**config.mk**
```make
export PLATFORM = sky130hd
export DESIGN_NAME = store_buffer
export DESIGN_NICKNAME = d
export VERILOG_FILES = /design/src/rtl/store_buffer.sv
export SDC_FILE = /design/constraint.sdc
export NUM_CORES = 1
export LEC_CHECK = 0
export ABC_AREA = 1
export CORE_UTILIZATION = 59
export CTS_BUF_LIST = sky130_fd_sc_hd__clkbuf_4
export CTS_CLUSTER_DIAMETER = 100
export DETAILED_ROUTE_END_ITERATION = 10
export PLACE_DENSITY_LB_ADDON = 0.2
export SLEW_MARGIN = 20
export SYNTH_ARGS = -nofsm -noshare
export SYNTH_HDL_FRONTEND = slang
export SYNTH_SLANG_ARGS = --single-unit
```
**constraint.sdc**
```tcl
create_clock -name clk -period 5.65 [get_ports clk]
set_clock_uncertainty 0.2 [all_clocks]
set_input_delay 0.8475 -clock clk [delete_from_list [all_inputs] [get_ports clk]]
set_output_delay 0.8475 -clock clk [all_outputs]
set_load 0.05 [all_outputs]
```
**src/rtl/store_buffer.sv**
```systemverilog
// store_buffer: in-order word store FIFO between the Memory stage and a valid/ready data memory, with youngest-store load forwarding
//
// Ports:
//   clk, rst             clock, asynchronous active-high reset
//   MemWriteM            Memory-stage store request
//   ALUResultM           byte address shared by loads and stores ([1:0] ignored)
//   WriteDataM           store data
//   ReadDataM            load data to the core (forwarded or mem_rdata), combinational
//   StallM               store request while the buffer is full
//   sb_empty             no pending stores
//   mem_we/mem_waddr/mem_wdata  head entry write request, held until mem_ready
//   mem_ready            memory accepts the head write this cycle
//   mem_raddr/mem_rdata  word-aligned load address and asynchronous read data
module store_buffer #(
  parameter int DEPTH = 4,
  parameter int AW    = 32
) (
  input  logic          clk,
  input  logic          rst,
  input  logic          MemWriteM,
  input  logic [AW-1:0] ALUResultM,
  input  logic [31:0]   WriteDataM,
  output logic [31:0]   ReadDataM,
  output logic          StallM,
  output logic          sb_empty,
  output logic          mem_we,
  output logic [AW-1:0] mem_waddr,
  output logic [31:0]   mem_wdata,
  input  logic          mem_ready,
  output logic [AW-1:0] mem_raddr,
  input  logic [31:0]   mem_rdata
);
  localparam int PW = $clog2(DEPTH);
  logic [AW-3:0] addr_q [DEPTH];
  logic [31:0]   data_q [DEPTH];
  logic [PW-1:0] head_q, head_d, tail_q, tail_d;
  logic [PW:0]   count_q, count_d;
  logic          full, enq, deq;
  logic [31:0]   fwd;
  assign full      = count_q == (PW+1)'(DEPTH);
  assign sb_empty  = count_q == '0;
  assign enq       = MemWriteM && !full;
  assign deq       = !sb_empty && mem_ready;
  assign StallM    = MemWriteM && full;
  assign mem_we    = !sb_empty;
  assign mem_waddr = {addr_q[head_q], 2'b00};
  assign mem_wdata = data_q[head_q];
  assign mem_raddr = {ALUResultM[AW-1:2], 2'b00};
  assign ReadDataM = fwd;
  always_comb begin
    head_d  = deq ? head_q + 1'b1 : head_q;
    tail_d  = enq ? tail_q + 1'b1 : tail_q;
    count_d = (enq && !deq) ? count_q + 1'b1 : (deq && !enq) ? count_q - 1'b1 : count_q;
  end
  // Walk from oldest to youngest so later matches override; validity comes
  // from the offset against count, never from entry contents.
  always_comb begin
    fwd = mem_rdata;
    for (int i = 0; i < DEPTH; i++)
      if ((PW+1)'(i) < count_q && addr_q[head_q + PW'(i)] == ALUResultM[AW-1:2])
        fwd = data_q[head_q + PW'(i)];
  end
  always_ff @(posedge clk or posedge rst)
    if (rst) begin
      head_q  <= '0;
      tail_q  <= '0;
      count_q <= '0;
    end else begin
      head_q  <= head_d;
      tail_q  <= tail_d;
      count_q <= count_d;
    end
  // Entry payload is deliberately unreset; pointers alone define validity.
  always_ff @(posedge clk)
    if (enq) begin
      addr_q[tail_q] <= ALUResultM[AW-1:2];
      data_q[tail_q] <= WriteDataM;
    end
endmodule

```
# After elaboration in Yosys (flattened, before gate mapping)
# Memory sizes are Yosys's and may differ from the RTL's.
# Cells that the tools add are included.
dict set report op_classes {
  n_addsub 6
  magnitude_cmp 4
  n_eq_ne 5
  mux 8
  n_reduce_logical 15
}
# cell count
set op_table {}
lappend op_table {{$mux 32} 4}
lappend op_table {{$eq 30x30->1} 4}
lappend op_table {{$logic_and 1x1->1} 9}
lappend op_table {{$lt 1x3->1 const A} 2}
lappend op_table {{$lt 2x3->1 const A} 2}
lappend op_table {{$mux 3} 2}
lappend op_table {{$add 2x1->2 const B} 2}
lappend op_table {{$add 2x2->2 const B} 2}
lappend op_table {{$logic_not 1->1} 4}
lappend op_table {{$add 3x1->3 const B} 1}
lappend op_table {{$eq 3x3->1 const B} 1}
lappend op_table {{$logic_not 3->1} 1}
lappend op_table {{$sub 3x1->3 const B} 1}
lappend op_table {{$mux 1} 2}
lappend op_table {{$reduce_bool 2->1} 1}
dict set report totals {
  register_bits 7
  ram_bits 248
  in_bits 100
  out_inout_bits 131
  word_cells 43
  mem_count 2
}
# name depth width read_ports rd_ports_with_merged_regs write_ports line
set mem_list {}
lappend mem_list {data_q 4 32 4 0 1 35} ;# logic [31:0] data_q [DEPTH];
lappend mem_list {addr_q 4 30 4 0 1 34} ;# logic [AW-3:0] addr_q [DEPTH];

# Longest topological paths before layout
dict set report logic_depth {
  word_depth 7
  depth_mapped 21
  depth_no_buf 17
}

# Worst setup path after synthesis
# No wires, ideal clock.
dict set report synth_timing {
  path_type {in2reg}
  start {input port MemWriteM}
  end {memory addr_q[0][0] (netlist bit) (enable)}
  setup_ns 0.482
  arrival_time_ns 3.894
  t_required_ns 4.968
  setup_slack_ns 1.074
  cell_stages 4
  n_path_buf 0
  path_cell_list {inv_1 > a21oi_1 > inv_1 > nor2_1}
}
dict set report synth_via {
  elab_chain_len 3
}
# element line
set synth_rtl {}
lappend synth_rtl {{start: declaration} 20} ;# input logic MemWriteM,
lappend synth_rtl {{$logic_and 1x1->1} 42} ;# assign enq = MemWriteM && !full;
lappend synth_rtl {{via enq} 38} ;# logic full, enq, deq;
lappend synth_rtl {{$mux 1} 75} ;# if (enq) begin
lappend synth_rtl {{$mux 1 (not written as such)} 76} ;# addr_q[tail_q] <= ALUResultM[AW-1:2];
lappend synth_rtl {{end: declaration} 34}
# The timed path passes the listed nets, and every way through them passes these cells.

# Worst setup path in the final report
dict set report layout_timing {
  start {register head_q[1]}
  end {output port ReadDataM[26]}
}
dict set report layout_via {
  elab_chain_len 7
  elab_cells_between_ends 17
  cone_classes {add/sub: 3; eq/ne: 4; mux: 4; reduce/logical: 4; memory: 2}
}
# element line
set layout_rtl {}
lappend layout_rtl {{start: declaration} 36} ;# logic [PW-1:0] head_q, head_d, tail_q, tail_d;
lappend layout_rtl {{start signal: assignment} 65} ;# head_q <= '0;
lappend layout_rtl {{start signal: assignment} 69} ;# head_q <= head_d;
lappend layout_rtl {{$add 2x1->2 / $mem_v2 4x30 (equally long branches)} --}
lappend layout_rtl {{$mem_v2 4x30 / $eq 30x30->1 (equally long branches)} --}
lappend layout_rtl {{$eq 30x30->1 / $logic_and 1x1->1 (equally long branches)} 60} ;# if ((PW+1)'(i) < count_q && addr_q[head_q + PW'(i)] == ALUResultM[AW-1:2])
lappend layout_rtl {{$logic_and 1x1->1 / $mux 32 (equally long branches)} 60}
lappend layout_rtl {{$mux 32 (2 in a row)} 60}
lappend layout_rtl {{$mux 32 *} 60}
lappend layout_rtl {{end: declaration} 23} ;# output logic [31:0] ReadDataM,
# Every way passes the cells marked *; elsewhere a longest branch is shown, timed or not.

==> impl_metrics.env <==
export IMPL_synth_mux_area_share_pct=0
export IMPL_htree_levels=3
export IMPL_overflow=0
export IMPL_fin_crit_ps=5490
export IMPL_seq_area_sq_um=7630
export IMPL_clk_latency_ps=740
export IMPL_die_area_sq_um=32600
export IMPL_area_growth_pct=18.0
export IMPL_start_util_pct=59.8
export IMPL_crit_fanout=61
export IMPL_hold_violations=0
export IMPL_die_x_microns=181
export IMPL_crit_top_cell="nand2_1"
export IMPL_crit_required_ps=4600
export IMPL_worstPathArrival_ps=4440
export IMPL_dieHeight_microns=181
export IMPL_nets=3122
export IMPL_hold_buffers=0
export IMPL_nFillCells=2620
export IMPL_synthXorXnorAreaFrac_pct=0.930
export IMPL_ys_ff_latch=255
export IMPL_ys_types=28
export IMPL_max_vdd_ir_drop_mv=0.774
export IMPL_top_usage_layer="met2"
export IMPL_num_rows=65
export IMPL_wl_mm=58.9
export IMPL_dp_hpwl_mm=38.7
export IMPL_synth_simple_area_share_pct=39.5
export IMPL_avgSynthCellArea_sq_um=6.58
export IMPL_synth_compound_area_share_pct=7.34
export IMPL_cpPeakStageDelay_ps=660
export IMPL_grt_max_degree=150
export IMPL_fmax_ghz=0.182
export IMPL_gr_usage_met1_pct=47.7
export IMPL_worstSetupPathType="flop to primary output"
export IMPL_crit_chain="inv_4 > buf_4 > nand3_1 > nand3_1 > nand2_1 > nor2_1 > nand2_1 > nor2_1 > nand2_1 > nor2_4 > buf_4 > a21oi_1 > nand2_1 > nand2_1 > buf_12"
export IMPL_grt_met3_usage_pct=6.35
export IMPL_place_gp_congestion=1.02
export IMPL_io_pins=231
export IMPL_cts_tree="done"
export IMPL_core_area_sq_um=31500
export IMPL_grt_pass1_vias=18100
export IMPL_fin_area_sq_um=22200
export IMPL_routedWlPerCell_microns=17.0
export IMPL_yosys_area_top_type="edfxtp_1"
export IMPL_ys_seq_area_share_pct=40.5
export IMPL_syn_inst=2861
export IMPL_crit_slowest_cell="buf_4"
export IMPL_maxSlewHeadroom_pct=30.1
export IMPL_grt_first_pass_wirelength_mm=91.7
export IMPL_first_iter_violations=2604
export IMPL_cts_buffer_depth=3
export IMPL_vias_per_cell=5.67
export IMPL_drtAntennaViolNets=0
export IMPL_r2r_setup_slack_ps=2360
export IMPL_crit_path_end_kind="primary output"
export IMPL_synth_top_area_share_pct=39.6
export IMPL_use_met2_pct=56.8
export IMPL_track_usage_pct=35.8
export IMPL_status="complete, no violations"
export IMPL_yosys_area_share_adder_pct=0.598
export IMPL_synth_top_family_by_area="simple AND/OR/NAND/NOR gates"
export IMPL_dpl_cell_area_sq_um=21200
export IMPL_tightest_slew_ps=1050
export IMPL_fin_cells=3466
export IMPL_hold_class="primary input to asynchronous set/reset pin"
export IMPL_r2r_end="data_q[0][11]$_DFFE_PP_"
export IMPL_synth_warnings=0
export IMPL_setup_worst_path_start_class="flop"
export IMPL_root_buffer="clkbuf_4"
export IMPL_synth_area_leaders="edfxtp_1 40%, nand2_1 29%, nand3_1 8.0%"
export IMPL_period_share_pct=97.1
export IMPL_netlist_area_sq_um=18800
export IMPL_dp_cells=3342
export IMPL_drive_gt1_share_pct=6.14
export IMPL_clk_pin_slew_ps=70
export IMPL_drcViolationCount=0
export IMPL_antenna_found_initial=3
export IMPL_io_buffers=224
export IMPL_reg2reg_from="count_q[0]$_DFFE_PP0P_"
export IMPL_post_cts_setup_buffers=0
export IMPL_powerDensity_nw_per_um2=595
export IMPL_clock_sinks=255
export IMPL_multi_input_area_sq_um=9170
export IMPL_leakage_nw=11.0
export IMPL_dr_pass1_iters=8
export IMPL_cts_buffers=70
export IMPL_drv_slew=0
export IMPL_vias=19600
export IMPL_setup_violations_final=0
export IMPL_ff2ff_path_depth=6
export IMPL_cts_resized=0
export IMPL_drv_cap=0
through the flow:
| step | setup slack [ps] | total power, mW | TNS (ps) | util (%) | hold slack [ps] |
|---|---|---|---|---|---|
| 3_5_place_dp | 939 | 11.2 | 0 | 67.5 | 333 |
| 4_1_cts | 136 | 13.0 | 0 | 70.4 | 123 |
| 2_1_floorplan | 1070 | 8.94 | 0 | - | 294 |
| 3_3_place_gp | 1020 | 11.0 | 0 | 67.5 | 313 |
| 5_1_grt | -0.902 | 14.2 | -0.902 | 70.6 | 173 |
| 6_report | 165 | 13.2 | 0 | 70.6 | 142 |
synthesized netlist by cell type, drive strengths merged:
| cell | count |
|---|---|
| nand3b | 1 |
| xnor2 | 1 |
| conb | 1 |
| nor3 | 2 |
| dfrtp | 7 |
| a21oi | 66 |
| nand4 | 3 |
| nand2 | 1450 |
| inv | 277 |
| or2 | 1 |
| nor2 | 111 |
| o21ai | 141 |
| buf | 141 |
| ha | 9 |
| xor2 | 19 |
| o211ai | 46 |
| and3 | 1 |
| nand3 | 300 |
| clkbuf | 36 |
| edfxtp | 248 |
state kept, by name, summed over array words and instances (netlist names):
name / count
count_q: 3
head_q: 2
tail_q: 2
data_q: 128
addr_q: 120
critical path, delay by kind of cell, from the launching register on:
kind,cells,cell delay [ps]
AO/OA/AOI/OAI,1,170
AND/OR/NAND/NOR,10,1360
flip-flops,1,510
buffers and inverters,4,1540
area by class of cell:
type	count	area share, %
flip-flops and latches	255	34.3
diodes	3	0.0338
well taps	402	2.26
clock buffers	97	3.28
clock inverters	23	0.907
inverters	277	4.71
multi-input cells	2155	41.3
repair buffers	254	13.2
kinds of logic (layout without fill, tap and decap cells):
family	after synthesis	in the layout
buffers and inverters	454	651
AO/OA/AOI/OAI	253	253
AND/OR/NAND/NOR	1869	1869
adder cells (fa/ha/maj)	9	9
other	1	7
XOR/XNOR	20	20
flip-flops	255	255
placed cells by master (no fill, tap or decap), drive strengths merged:
cell type and count:
nand3 300, nor3 2, edfxtp 248, clkinvlp 2, buf 61, ha 9
clkbuf 98, inv 279, clkinv 15, dfrtp 7, or2 1, clkdlybuf4s50 192
bufinv 4, o211ai 46, conb 4, nand4 3, xor2 19, nand2 1450
diode 3, xnor2 1, o21ai 141, a21oi 66, nand3b 1, nor2 111
and3 1
metal layers:
| metal | up-vias | wire (microns) |
|---|---|---|
| met5 | - | 0 |
| met4 | 0 | 2130 |
| met3 | 179 | 6760 |
| met2 | 1147 | 26700 |
| met1 | 8910 | 23300 |
| li1 | 9411 | - |
report_power, final:
group | internal [mW] | leakage (nW) | switching (mW)
Sequential | 2.51 | 2.35 | 0.209
Clock | 0.976 | 0.540 | 0.812
Combinational | 2.46 | 8.09 | 6.26
Total | 5.94 | 11.0 | 7.28
how the worst max path moves through the flow:
stage | startpoint | to | depth (start not counted)
5_1_grt | head_q[1]$_DFFE_PP0P_ | ReadDataM[26] | 17
3_3_place_gp | ALUResultM[23] | ReadDataM[28] | 14
4_1_cts | head_q[0]$_DFFE_PP0P_ | ReadDataM[26] | 17
3_5_place_dp | head_q[0]$_DFFE_PP0P_ | ReadDataM[26] | 17
2_1_floorplan | MemWriteM | addr_q[0][0]$_DFFE_PP_ | 4
6_report | head_q[1]$_DFFE_PP0P_ | ReadDataM[26] | 15
Power figures use the tool's default switching activity.
